==> src/rtl/booth_pkg.sv <==
// booth_pkg: shared state encoding, datapath strobe bundle and defaults
// for the radix-4 Booth multiplier controller.
package booth_pkg;
    localparam int NUM_DIGITS_DFLT = 4;
    localparam int CW_DFLT = 2;
    typedef enum logic [1:0] {IDLE, CALC, DONE} state_t;
    typedef struct packed {
        logic load_a;
        logic load_b;
        logic load_r;
        logic load_c;
        logic clear_a;
        logic clear_b;
        logic clear_r;
        logic clear_c;
        logic shift_a;
        logic cnt_e;
    } ctrl_t;
endpackage

==> src/rtl/booth_mult_controller_if.sv <==
// booth_mult_controller_if: requester/consumer handshakes plus datapath
// strobes and counter feedback between controller and datapath.
interface booth_mult_controller_if #(
    parameter int CW = booth_pkg::CW_DFLT
) ();
    import booth_pkg::*;
    logic in_valid;
    logic in_ready;
    logic out_valid;
    logic out_ready;
    logic abort;
    logic busy;
    logic [CW-1:0] cnt_out;
    ctrl_t ctrl;
    modport slave (
        input  in_valid, out_ready, abort, cnt_out,
        output in_ready, out_valid, busy, ctrl
    );
    modport master (
        output in_valid, out_ready, abort, cnt_out,
        input  in_ready, out_valid, busy, ctrl
    );
endinterface

==> src/rtl/booth_mult_controller.sv <==
// booth_mult_controller: IDLE/CALC/DONE sequencer for the radix-4 Booth
// datapath; every output is forced low while rst (active-low) is asserted.
module booth_mult_controller
    import booth_pkg::*;
#(
    parameter int NUM_DIGITS = NUM_DIGITS_DFLT,
    parameter int CW = CW_DFLT
) (
    input logic clk,
    input logic rst,
    booth_mult_controller_if.slave bus
);
    localparam logic [CW-1:0] LAST = CW'(NUM_DIGITS - 1);
    state_t state_q, state_d;
    ctrl_t ctrl;
    logic rdy, vld;
    always_ff @(posedge clk) begin
        if (!rst) state_q <= IDLE;
        else      state_q <= state_d;
    end
    always_comb begin
        state_d = state_q;
        ctrl = '0;
        rdy = 1'b0;
        vld = 1'b0;
        case (state_q)
            IDLE: begin
                rdy = 1'b1;
                if (bus.in_valid) begin
                    ctrl.load_a = 1'b1;
                    ctrl.load_b = 1'b1;
                    ctrl.clear_r = 1'b1;
                    ctrl.clear_c = 1'b1;
                    state_d = CALC;
                end
            end
            CALC: begin
                // abort suppresses load_r so R never sees load and clear together
                if (bus.abort) begin
                    ctrl.clear_r = 1'b1;
                    state_d = IDLE;
                end else begin
                    ctrl.load_r = 1'b1;
                    ctrl.shift_a = 1'b1;
                    ctrl.cnt_e = 1'b1;
                    state_d = (bus.cnt_out == LAST) ? DONE : CALC;
                end
            end
            DONE: begin
                vld = 1'b1;
                if (bus.abort) begin
                    ctrl.clear_r = 1'b1;
                    state_d = IDLE;
                end else if (bus.out_ready) begin
                    state_d = IDLE;
                end
            end
            default: state_d = IDLE;
        endcase
    end
    assign bus.ctrl = rst ? ctrl : '0;
    assign bus.in_ready = rst & rdy;
    assign bus.out_valid = rst & vld;
    assign bus.busy = rst & (state_q != IDLE);
endmodule
==> src/flat_wrapper.sv <==
// flat-port wrapper written by rule: the top's interface ports become plain ports
module booth_mult_controller_flat import booth_pkg::*;
#(
    parameter int NUM_DIGITS = NUM_DIGITS_DFLT,
    parameter int CW = CW_DFLT
)
  (clk, rst, bus_in_valid, bus_out_ready, bus_abort, bus_cnt_out, bus_in_ready, bus_out_valid, bus_busy, bus_ctrl);
  booth_mult_controller_if #(.CW(CW)) bus_i ();
  input logic clk;
  input logic rst;
  input wire logic [$bits(bus_i.in_valid)-1:0] bus_in_valid;
  input wire logic [$bits(bus_i.out_ready)-1:0] bus_out_ready;
  input wire logic [$bits(bus_i.abort)-1:0] bus_abort;
  input wire logic [$bits(bus_i.cnt_out)-1:0] bus_cnt_out;
  output wire logic [$bits(bus_i.in_ready)-1:0] bus_in_ready;
  output wire logic [$bits(bus_i.out_valid)-1:0] bus_out_valid;
  output wire logic [$bits(bus_i.busy)-1:0] bus_busy;
  output wire logic [$bits(bus_i.ctrl)-1:0] bus_ctrl;
  assign bus_i.in_valid = bus_in_valid;
  assign bus_i.out_ready = bus_out_ready;
  assign bus_i.abort = bus_abort;
  assign bus_i.cnt_out = bus_cnt_out;
  assign bus_in_ready = bus_i.in_ready;
  assign bus_out_valid = bus_i.out_valid;
  assign bus_busy = bus_i.busy;
  assign bus_ctrl = bus_i.ctrl;
  booth_mult_controller #(.NUM_DIGITS(NUM_DIGITS), .CW(CW)) u_core (.clk(clk), .rst(rst), .bus(bus_i));
endmodule
==> config.mk <==
export PLATFORM = sky130hd
export DESIGN_NAME = booth_mult_controller_flat
export DESIGN_NICKNAME = d
export VERILOG_FILES = /design/src/rtl/booth_pkg.sv /design/src/rtl/booth_mult_controller_if.sv /design/src/rtl/booth_mult_controller.sv /design/src/flat_wrapper.sv
export SDC_FILE = /design/constraint.sdc
export NUM_CORES = 1
export LEC_CHECK = 0
export ABC_AREA = 1
export CORE_AREA = 10 10 47 49
export DETAILED_ROUTE_END_ITERATION = 7
export DIE_AREA = 0 0 57 59
export GPL_TIMING_DRIVEN = 0
export SLEW_MARGIN = 10
export SYNTH_ARGS = -nofsm -noshare
export SYNTH_HDL_FRONTEND = slang
export SYNTH_SLANG_ARGS = --single-unit
export TNS_END_PERCENT = 20
==> constraint.sdc <==
create_clock -name clk -period 1.3 [get_ports clk]
set_clock_uncertainty 0.1 [all_clocks]
set_input_delay 0.195 -clock clk [delete_from_list [all_inputs] [get_ports clk]]
set_output_delay 0.195 -clock clk [all_outputs]
set_load 0.02 [all_outputs]
==> flow_summary.json <==
{
  "yosys_warnings": 0,
  "hpwl_um": 705,
  "ff2ff_setup_slack_ps": 150,
  "multiInputGateArea_um2": 216,
  "ys_ff_latch": 2,
  "via_per_inst": 3.78,
  "drc": 0,
  "wire_per_inst_um": 9.36,
  "max_freq_mhz": 646,
  "largest_register_ff_count": 2,
  "power_leakage_nw": 0.312,
  "dieArea_mm2": 0.00336,
  "synth.top_cell.area_share_pct": 18.3,
  "regMostFlops": "u_core.state_q",
  "holdCritPathClass": "primary input to flip-flop",
  "grt_start_max_net_pins": 7,
  "endpoint_kind": "output pin",
  "fin_crit_sh_pct": 119,
  "r2r-end": "u_core.state_q[0]",
  "cts_hold_buffers": 0,
  "synth_commonest_cells": "nand2_1 (11), inv_1 (8), nor2_1 (8)",
  "reg.largest.list": "u_core.state_q x2",
  "synth_area_um2": 288,
  "grt_pass1_vias": 358,
  "n_antenna_cell": 0,
  "synth_area_leaders": "buf_4 (18%), ha_1 (17%), nand2_1 (14%), dfxtp_1 (14%), inv_1 (10%)",
  "setup_viol": 10,
  "yosysTopAreaCell": "buf_4",
  "overflow": 0,
  "path_cells": "inv_4 -> ha_4 -> nand3_2 -> a21oi_4 -> buf_6",
  "startpoint_type": "flip-flop",
  "fin_ws_ps": -248,
  "clk_pin_slew_ps": 30,
  "grt_first_pass_wirelength_mm": 1.41,
  "min_path_cells": 3,
  "ir_worst_vdd_mv": 0.416,
  "drive_gt1_share_pct": 50.0,
  "wl_um": 805,
  "regToRegStartpoint": "u_core.state_q[0]",
  "crit_slowest_cell": "dfxtp_2",
  "fin_crit_ps": 1550,
  "hp-start": "rst",
  "synth_cell_types": 13,
  "hold_viol": 0,
  "cts_inserted_buffers": 3,
  "start_util_pct": 20.5,
  "drtAntennaViolNets": 0,
  "synth_async_sr_flop_share_pct": 0,
  "rsz0062_at_grt": "true",
  "path_class": "flip-flop to output pin",
  "cts-htree-levels": 1,
  "reg2reg_depth": 7,
  "drt_iter0_drc": 2,
  "slowest_delay_ps": 350,
  "io_pins": 20,
  "cts_sinks": 2,
  "holdPathEnd": "u_core.state_q[1]",
  "syn_inst": 47,
  "nFillCells": 162,
  "synth_most_common_cell": "nand2_1",
  "tritoncts": "done",
  "crit_required_ps": 1000,
  "area_growth_pct": 93.0,
  "finalMaxSlewViolations": 0,
  "rows": 14,
  "status": "finished, violations left",
  "final_nets": 83,
  "root_buffer": "clkbuf_4",
  "powerDensity_mw_per_mm2": 989,
  "fin_setup_tns_ps": -1410,
  "gp_congestion": 0.665,
  "path_max_fanout": 3,
  "clock_path_buffers": 2,
  "synth-edff-count": 0,
  "grt_usage_pct": 5.19,
  "synth_area_per_cell_um2": 6.12,
  "yosysSeqAreaShare_pct": 13.9,
  "drt_first_pass_iters": 2,
  "synth_ff_type": "dfxtp_1",
  "port_buffers": 16,
  "ff_latch_area_um2": 42.5,
  "num_vias": 325,
  "crit_arrival_ps": 1250,
  "die_h_um": 59,
  "clkLatencyLatePin_ps": 220,
  "die_x_um": 57,
  "final_util_pct": 39.6,
  "antenna_found_initial": 0,
  "violations": "negative setup slack",
  "coreArea_mm2": 0.00140,
  "drv_cap": 0
}
==> cell usage in the layout, fill, tap and decap left out, drive strengths merged <==
| cell | n |
|---|---|
| ha | 4 |
| inv | 9 |
| conb | 3 |
| nand2 | 12 |
| dlygate4sd2 | 1 |
| buf | 19 |
| clkbuf | 3 |
| nor2 | 9 |
| a21oi | 2 |
| clkdlybuf4s50 | 5 |
| nand3 | 1 |
| dfxtp | 2 |
==> cells by family after synthesis <==
group	synth area share, %
compound gates	4.78
fa+ha+maj	17.4
buf+inv	30.0
flops	13.9
other cells	1.30
simple gates	32.6
==> repair_timing <==
item,4_1_cts,5_1_grt
endpoints found under the setup margin,10,10
buffers inserted,1,1
gates resized for setup,58,4
pin swaps,5,2
==> cell type report <==
class,count,area share [%]
buffer,7,9.46
clock buffer,3,4.05
inverter,9,6.53
multi-input combinational,31,39.0
sequential,2,7.66
tap,16,3.60
timing repair buffer,18,29.7
==> critical path, delay by kind of cell, from the launching register on <==
kind / cells / cell delay, ps
adders and majority gates: 1 / 250
and+or+nand+nor: 1 / 90
buffers and inverters: 2 / 180
AOI/OAI and AO/OA: 1 / 160
DFF: 1 / 350
==> metrics by stage <==
stage / area (um^2) / instances / worst slack [ps] / hold slack, ps / power (mW)
after floorplan: 324 / 49 / -59.9 / 208 / 0.274
after global placement: 504 / 81 / -860 / 484 / 0.376
after detailed placement: 504 / 81 / -855 / 482 / 0.384
after CTS: 534 / 85 / -277 / 374 / 0.549
after global routing: 556 / 86 / -310 / 413 / 0.597
final: 556 / 86 / -248 / 385 / 0.549
==> metal layers <==
metal,up-vias,routed length [um],global-route usage (%)
met2,9,454,8.99
met4,0,0,4.03
met5,-,0,0
li1,173,-,-
met3,0,86,2.58
met1,143,265,4.53
==> power by group <==
group          switching (mW)  total, mW  internal (mW)
combinational           0.165      0.330          0.165
sequential             0.0106     0.0849         0.0743
clock                  0.0330      0.135          0.102
==> how the worst max path moves through the flow <==
stage,start,end,slack [ps],cells after the start
after floorplan,u_core.state_q[1],bus_ctrl[3],-60,6
after global placement,rst,bus_ctrl[3],-860,6
after detailed placement,rst,bus_ctrl[3],-860,6
after CTS,u_core.state_q[0],bus_ctrl[3],-280,7
after global routing,u_core.state_q[0],bus_ctrl[3],-310,5
final,u_core.state_q[1],bus_ctrl[3],-250,5
Power figures use the tool's default switching activity.
